===== src/rtl/fir_clip_pkg.sv =====
// Shared types and elaboration-time helpers for the FIR + clip engine.
package fir_clip_pkg;

    typedef enum logic [1:0] {
        BYPASS   = 2'd0,
        HARD     = 2'd1,
        SOFT     = 2'd2,
        HARD_ALT = 2'd3
    } mode_e;

    typedef enum logic [1:0] {
        IDLE  = 2'd0,
        MAC   = 2'd1,
        SCALE = 2'd2,
        CLIP  = 2'd3
    } state_e;

    // Accumulator width: full product, growth over the taps, plus headroom for gain.
    function automatic int acc_w(input int data_w, input int coef_w, input int taps);
        return data_w + coef_w + $clog2(taps) + 8;
    endfunction

    // Power-on coefficient for tap idx: the legacy 9-tap kernel, otherwise a box filter.
    function automatic int default_coef(input int taps, input int coef_w, input int idx);
        if (taps == 9 && coef_w > 2 && (idx == 3 || idx == 7)) begin
            return 2;
        end
        return 1;
    endfunction

endpackage


===== src/rtl/fir_clip_engine_clip_shaper.sv =====
// Output shaper: bypass, hard clip or soft-knee clip of the scaled filter result.
module clip_shaper
    import fir_clip_pkg::*;
#(
    parameter int DATA_W = 24,
    parameter int ACC_W  = 44
) (
    input  logic signed [ACC_W-1:0]  y,
    input  mode_e                    mode,
    input  logic signed [DATA_W-1:0] sample,
    input  logic        [DATA_W-1:0] limit,
    output logic signed [DATA_W-1:0] result
);

    logic             neg;
    logic [ACC_W-1:0] mag;
    logic [ACC_W-1:0] lim;
    logic [ACC_W-1:0] knee;
    logic [ACC_W-1:0] soft_mag;
    logic [ACC_W-1:0] sel_mag;
    logic [ACC_W-1:0] clip_mag;

    // Work on the magnitude, compress above the knee in soft mode, clamp, restore sign.
    always_comb begin
        neg      = y[ACC_W-1];
        mag      = neg ? -y : y;
        lim      = ACC_W'(limit);
        knee     = lim >> 1;
        soft_mag = (mag <= knee) ? mag : knee + ((mag - knee) >> 2);
        sel_mag  = (mode == SOFT) ? soft_mag : mag;
        clip_mag = (sel_mag < lim) ? sel_mag : lim;
        result   = neg ? -DATA_W'(clip_mag) : DATA_W'(clip_mag);
        if (mode == BYPASS) begin
            result = sample;
        end
    end

endmodule


===== src/rtl/fir_clip_engine.sv =====
// Time-multiplexed FIR (one tap per clock) followed by gain and a clip stage.
//
// Handshake: a sample is taken on any rising edge where in_valid && in_ready.
// in_ready is high only in IDLE; while low, in_valid is ignored and the producer
// holds its sample. out_valid is a one-cycle pulse; D_out holds between pulses.
module fir_clip_engine
    import fir_clip_pkg::*;
#(
    parameter int DATA_W = 24,
    parameter int TAPS   = 9,
    parameter int COEF_W = 8,
    parameter int SHIFT  = 4
) (
    input  logic                     clk,
    input  logic                     rst,
    input  logic                     en,
    input  logic [1:0]               mode,
    input  logic [2:0]               gain,
    input  logic [DATA_W-1:0]        limit,
    input  logic                     in_valid,
    output logic                     in_ready,
    input  logic signed [DATA_W-1:0] D_in,
    input  logic                     coef_we,
    input  logic [4:0]               coef_addr,
    input  logic signed [COEF_W-1:0] coef_wdata,
    output logic                     out_valid,
    output logic signed [DATA_W-1:0] D_out
);

    localparam int ACC_W = acc_w(DATA_W, COEF_W, TAPS);
    localparam int TAP_W = $clog2(TAPS);

    state_e                    state_q, state_d;
    logic signed [DATA_W-1:0]  dly_q [TAPS];
    logic signed [DATA_W-1:0]  dly_d [TAPS];
    logic signed [COEF_W-1:0]  coef_q [TAPS];
    logic signed [COEF_W-1:0]  coef_d [TAPS];
    logic signed [ACC_W-1:0]   acc_q, acc_d;
    logic signed [ACC_W-1:0]   y_q, y_d;
    logic [TAP_W-1:0]          tap_q, tap_d;
    mode_e                     mode_q, mode_d;
    logic [2:0]                gain_q, gain_d;
    logic [DATA_W-1:0]         limit_q, limit_d;
    logic signed [DATA_W-1:0]  d_out_q, d_out_d;
    logic                      out_valid_q, out_valid_d;
    logic signed [DATA_W-1:0]  shaped;

    // dly_q[0] is the newest sample and stays put until the next accept,
    // so it doubles as the captured sample for bypass.
    clip_shaper #(
        .DATA_W (DATA_W),
        .ACC_W  (ACC_W)
    ) u_shaper (
        .y      (y_q),
        .mode   (mode_q),
        .sample (dly_q[0]),
        .limit  (limit_q),
        .result (shaped)
    );

    // Next-state and datapath: accept/coef writes in IDLE, one MAC per cycle, scale, register output.
    always_comb begin
        state_d     = state_q;
        dly_d       = dly_q;
        coef_d      = coef_q;
        acc_d       = acc_q;
        y_d         = y_q;
        tap_d       = tap_q;
        mode_d      = mode_q;
        gain_d      = gain_q;
        limit_d     = limit_q;
        d_out_d     = d_out_q;
        out_valid_d = 1'b0;
        case (state_q)
            IDLE: begin
                if (coef_we && (int'(coef_addr) < TAPS)) begin
                    coef_d[coef_addr[TAP_W-1:0]] = coef_wdata;
                end
                if (in_valid) begin
                    dly_d[0] = D_in;
                    for (int k = 1; k < TAPS; k++) begin
                        dly_d[k] = dly_q[k-1];
                    end
                    mode_d  = en ? mode_e'(mode) : BYPASS;
                    gain_d  = gain;
                    limit_d = limit;
                    acc_d   = '0;
                    tap_d   = '0;
                    state_d = MAC;
                end
            end
            MAC: begin
                acc_d = acc_q + ACC_W'(dly_q[tap_q]) * ACC_W'(coef_q[tap_q]);
                if (tap_q == TAP_W'(TAPS - 1)) begin
                    state_d = SCALE;
                end else begin
                    tap_d = tap_q + 1'b1;
                end
            end
            SCALE: begin
                y_d     = (acc_q >>> SHIFT) << gain_q;
                state_d = CLIP;
            end
            CLIP: begin
                d_out_d     = shaped;
                out_valid_d = 1'b1;
                state_d     = IDLE;
            end
            default: begin
                state_d = IDLE;
            end
        endcase
    end

    // State and datapath registers; reset aborts any sample and restores default coefficients.
    always_ff @(posedge clk or posedge rst) begin
        if (rst) begin
            state_q     <= IDLE;
            for (int i = 0; i < TAPS; i++) begin
                dly_q[i]  <= '0;
                coef_q[i] <= COEF_W'(default_coef(TAPS, COEF_W, i));
            end
            acc_q       <= '0;
            y_q         <= '0;
            tap_q       <= '0;
            mode_q      <= BYPASS;
            gain_q      <= '0;
            limit_q     <= '0;
            d_out_q     <= '0;
            out_valid_q <= 1'b0;
        end else begin
            state_q     <= state_d;
            dly_q       <= dly_d;
            coef_q      <= coef_d;
            acc_q       <= acc_d;
            y_q         <= y_d;
            tap_q       <= tap_d;
            mode_q      <= mode_d;
            gain_q      <= gain_d;
            limit_q     <= limit_d;
            d_out_q     <= d_out_d;
            out_valid_q <= out_valid_d;
        end
    end

    assign in_ready  = (state_q == IDLE);
    assign out_valid = out_valid_q;
    assign D_out     = d_out_q;

endmodule


===== config.mk =====
export PLATFORM = sky130hd
export DESIGN_NAME = fir_clip_engine
export DESIGN_NICKNAME = d
export VERILOG_FILES = /design/src/rtl/fir_clip_pkg.sv /design/src/rtl/fir_clip_engine_clip_shaper.sv /design/src/rtl/fir_clip_engine.sv
export SDC_FILE = /design/constraint.sdc
export NUM_CORES = 2
export LEC_CHECK = 0
export ABC_AREA = 1
export BUFFER_PORTS_ARGS = -buffer_cell sky130_fd_sc_hd__buf_2
export CAP_MARGIN = 20
export CORE_ASPECT_RATIO = 1.75
export CORE_MARGIN = 3
export CORE_UTILIZATION = 54
export CTS_CLUSTER_DIAMETER = 40
export DETAILED_ROUTE_END_ITERATION = 6
export PLACE_DENSITY = 0.73
export SLEW_MARGIN = 20
export SYNTH_ARGS = -nofsm -noshare
export SYNTH_HDL_FRONTEND = slang
export SYNTH_SLANG_ARGS = --single-unit
export TNS_END_PERCENT = 1

===== constraint.sdc =====
create_clock -name clk -period 12.35 [get_ports clk]
set_clock_uncertainty 0.15 [all_clocks]
set_input_delay 0.6175 -clock clk [delete_from_list [all_inputs] [get_ports clk]]
set_output_delay 0.6175 -clock clk [all_outputs]
set_load 0.1 [all_outputs]

==> out/results.tsv <==
metric	value	unit
outcome	finished, final reports clean	
number of inserted diodes	0	
largest family of logic cells by synthesized area	simple AND/OR/NAND/NOR gates	
Core Region	66470	sq um
# H-tree levels	2	
root buffer cell	sky130_fd_sc_hd__clkbuf_16	
Worst path top cell family by delay	compound AO/OA/AOI/OAI gates	
Crit Reg-Reg Endpoint	acc_q[42]	
register bit count reported by yosys	436	
post-synthesis compound-gate area fraction	15.26	%
maximum number of pins on one net before global-route repair	129	
fraction of the cycle the final worst path needs	77.71	%
DP HPWL	81630	microns
area growth from synthesis to layout	8.690	%
number of design-rule violations left by the first detailed-router iteration	2282	
proportion of layout cells with a drive suffix above 1	9.279	%
delay contributed by the slowest stage of the critical path	0.89	ns
launching point of the worst reg2reg path	tap_q[0]	
GRT Residual Overflow	0	
Antenna Nets Post-Route	0	
clock slew seen by the registers of the worst setup and hold paths	0.06	ns
I/O pin cnt	97	
maximum fanout along the worst path	95	
CTS hold repair buffers	1	
count of standard-cell rows	125	
relative max-transition margin	27.30	%
Multi-input gate area	21870	sq um
antenna violations before repair	0	
final total negative setup slack	0	ns
overall die height	349.1	microns
Filler Cells Inserted	6237	
total wire length after detailed routing	107600	microns
multiplexer share of the synthesized area	0.2755	%
detailed-router iteration count before antenna repair	6	
clock tree from TritonCTS	built	
category of the worst setup path launch point	register	
detail-routed net length per standard cell	18.47	microns
simple-gate area share of the yosys netlist	23.73	%
sequential-to-total area share from yosys stat	30.06	%
CP bufs+invs	6	
library cells used by synthesis	57	
critical path capture point type	register	
Hold/Removal Path Class	in2reg	
routed vias/inst	5.573	
Critical path destination	acc_q[42]	
Post-CTS Setup Inserts	0	
cell type of the slowest stage on the worst timing path	sky130_fd_sc_hd__dfrtp_4	
sequential standard cell area	10930	sq um
cell area after technology mapping	36330	sq um
Synth Area in Adders	18.83	%
number of failing setup endpoints in the final timing report	0	
initial core utilization	54.65	%
Post-route DRC	0	
slew at the pin closest to its max-slew limit	1.091	ns
shortest period the worst path allows	9.597	ns
max-slew violation count	0	
cell count of the worst hold path	3	
data arrival time of the critical path	9.99	ns
source-to-sink clock delay at the later pin of the worst-skew pair	0.64	ns
total CTS buffers	52	
Cells after Synth	4900	
final count of hold timing violations	0	
count of input and output buffers	96	
overall die width	202.1	microns
unrepaired setup endpoints after global routing	no	
deepest clock path buffer count	3	
max-capacitance violation count	0	
Synth Net Count	5378	
peak clock frequency supported by timing	104.2	MHz
Post-Synth XOR/XNOR Area	1.953	%
number of cells on the worst reg-to-reg path	34	
number of sinks driven by the clock tree	436	
worst setup path category	reg2reg	
source of the critical timing path	tap_q[0]	
WP data required	12.74	ns
# nets final	5371	
Global Route Usage Sum	30.79	%
Crit path top cell by count	sky130_fd_sc_hd__a21oi_1	
routability congestion estimate from global placement	0.9775	
worst reg2reg setup slack	2.75	ns
vias in the first global route	32820	
Avg Synthesized Cell Area	7.414	sq um
routed vias	32460	
CP Depth	34	
# resized after CTS	0	
Ys Warns	0	
global-route wire length before repair	173800	microns
area enclosed by the die boundary	70540	sq um
## per-stage QoR
stage / worst slack [ns] / std cells / util (%) / instance area [sq um] / hold slack (ns)
floorplan: 4.812 / 4900 / - / 36330 / 0.2978
finish: 2.753 / 5825 / 59.40 / 39480 / 0.03612
global route: 1.780 / 5825 / 59.40 / 39480 / 0.04652
global placement: 2.846 / 5726 / 56.40 / 37490 / 0.3083
detailed placement: 2.742 / 5726 / 56.40 / 37490 / 0.3104
CTS: 2.713 / 5824 / 59.34 / 39440 / 0.01387
## Yosys cell counts (all sizes together)
library cell / n / area share, %
clkinv: 9 / 0.093
and3: 1 / 0.017
dfrtp: 427 / 29
nor4: 3 / 0.052
xor2: 60 / 1.4
a31oi: 11 / 0.19
nor2: 281 / 3.5
o311ai: 2 / 0.048
a32o: 1 / 0.028
nand4: 60 / 1.1
a2111oi: 1 / 0.024
buf: 36 / 0.55
nand3: 207 / 3.2
fa: 233 / 13
and2: 5 / 0.086
o31ai: 3 / 0.062
o21a: 4 / 0.083
o21bai: 4 / 0.083
a22oi: 1 / 0.021
a211oi: 3 / 0.062
mux2i: 10 / 0.28
clkbuf: 167 / 1.7
o22ai: 34 / 0.59
o21ai: 624 / 8.6
nor3b: 1 / 0.021
dfstp: 9 / 0.65
a21oi: 232 / 3.2
o2111ai: 3 / 0.072
xnor2: 21 / 0.51
o221ai: 36 / 0.87
nand2: 1387 / 15
nor3: 10 / 0.14
or2: 48 / 0.83
a31o: 2 / 0.048
o211ai: 55 / 1.1
ha: 174 / 6.0
a221oi: 1 / 0.024
inv: 727 / 7.5
nand3b: 4 / 0.083
a21o: 3 / 0.062
## sequential cells by signal, summed over array words and instances (netlist names)
| register | flops |
|---|---|
| coef_q | 72 |
| limit_q | 24 |
| acc_q | 44 |
| out_valid | 1 |
| D_out | 24 |
| dly_q | 216 |
| tap_q | 4 |
| state_q | 2 |
| gain_q | 3 |
| mode_q | 2 |
| y_q | 44 |
## layout by cell type, fill, tap and decap left out, drive strengths merged, types with 5 or more instances in the layout
| cell | synthesis | routed |
|---|---|---|
| a21oi | 232 | 232 |
| a31oi | 11 | 11 |
| and2 | 5 | 5 |
| buf | 36 | 141 |
| bufinv | 0 | 6 |
| clkbuf | 167 | 65 |
| clkinv | 9 | 17 |
| dfrtp | 427 | 427 |
| dfstp | 9 | 9 |
| fa | 233 | 233 |
| ha | 174 | 174 |
| inv | 727 | 741 |
| mux2i | 10 | 10 |
| nand2 | 1387 | 1387 |
| nand3 | 207 | 207 |
| nand4 | 60 | 60 |
| nor2 | 281 | 281 |
| nor3 | 10 | 10 |
| o211ai | 55 | 55 |
| o21ai | 624 | 624 |
| o221ai | 36 | 36 |
| o22ai | 34 | 34 |
| or2 | 48 | 48 |
| xnor2 | 21 | 21 |
| xor2 | 60 | 60 |
## worst register-to-register path, delay by kind of cell (launching register included)
kind	cells	cell delay, ns
AOI/OAI and AO/OA	17	3.11
adders and majority gates	6	2.94
buffers and inverters	6	1.64
DFF	1	0.89
and+or+nand+nor	5	0.81
## cell families after synthesis
family                   after synthesis
AND/OR/NAND/NOR                     2007
multiplexers                          10
XOR/XNOR                              81
adder cells (fa/ha/maj)              407
flip-flops                           436
buffers and inverters                939
AO/OA/AOI/OAI                       1020
## area by class of cell
type                            count  area share [%]
Timing Repair Buffer              142           2.158
Inverter                          736           7.019
Multi-Input combinational cell   3525           55.39
Clock buffer                       65           3.749
Clock inverter                     32           1.179
Sequential cell                   436           27.69
Tap cell                          889           2.817
## worst min-delay path by stage
stage,start,endpoint,slack [ns]
after CTS,D_in[11],dly_q[203],0.01
after floorplan,coef_q[17],coef_q[17],0.30
after global placement,D_out[21],D_out[21],0.31
after global routing,D_in[11],dly_q[203],0.05
final,D_in[11],dly_q[203],0.04
after detailed placement,D_out[14],D_out[14],0.31
## layer usage
metal | track usage (%) | up-vias | share of wire [%]
met5 | 0 | - | 0
met3 | 2.935 | 316 | 4.6
met4 | 17.70 | 0 | 6.7
met1 | 35.98 | 15450 | 38
met2 | 55.09 | 1047 | 51
li1 | - | 15650 | -
Power is not shown: default switching activity piles up to over one toggle a cycle in this logic, so the estimate is an artifact.
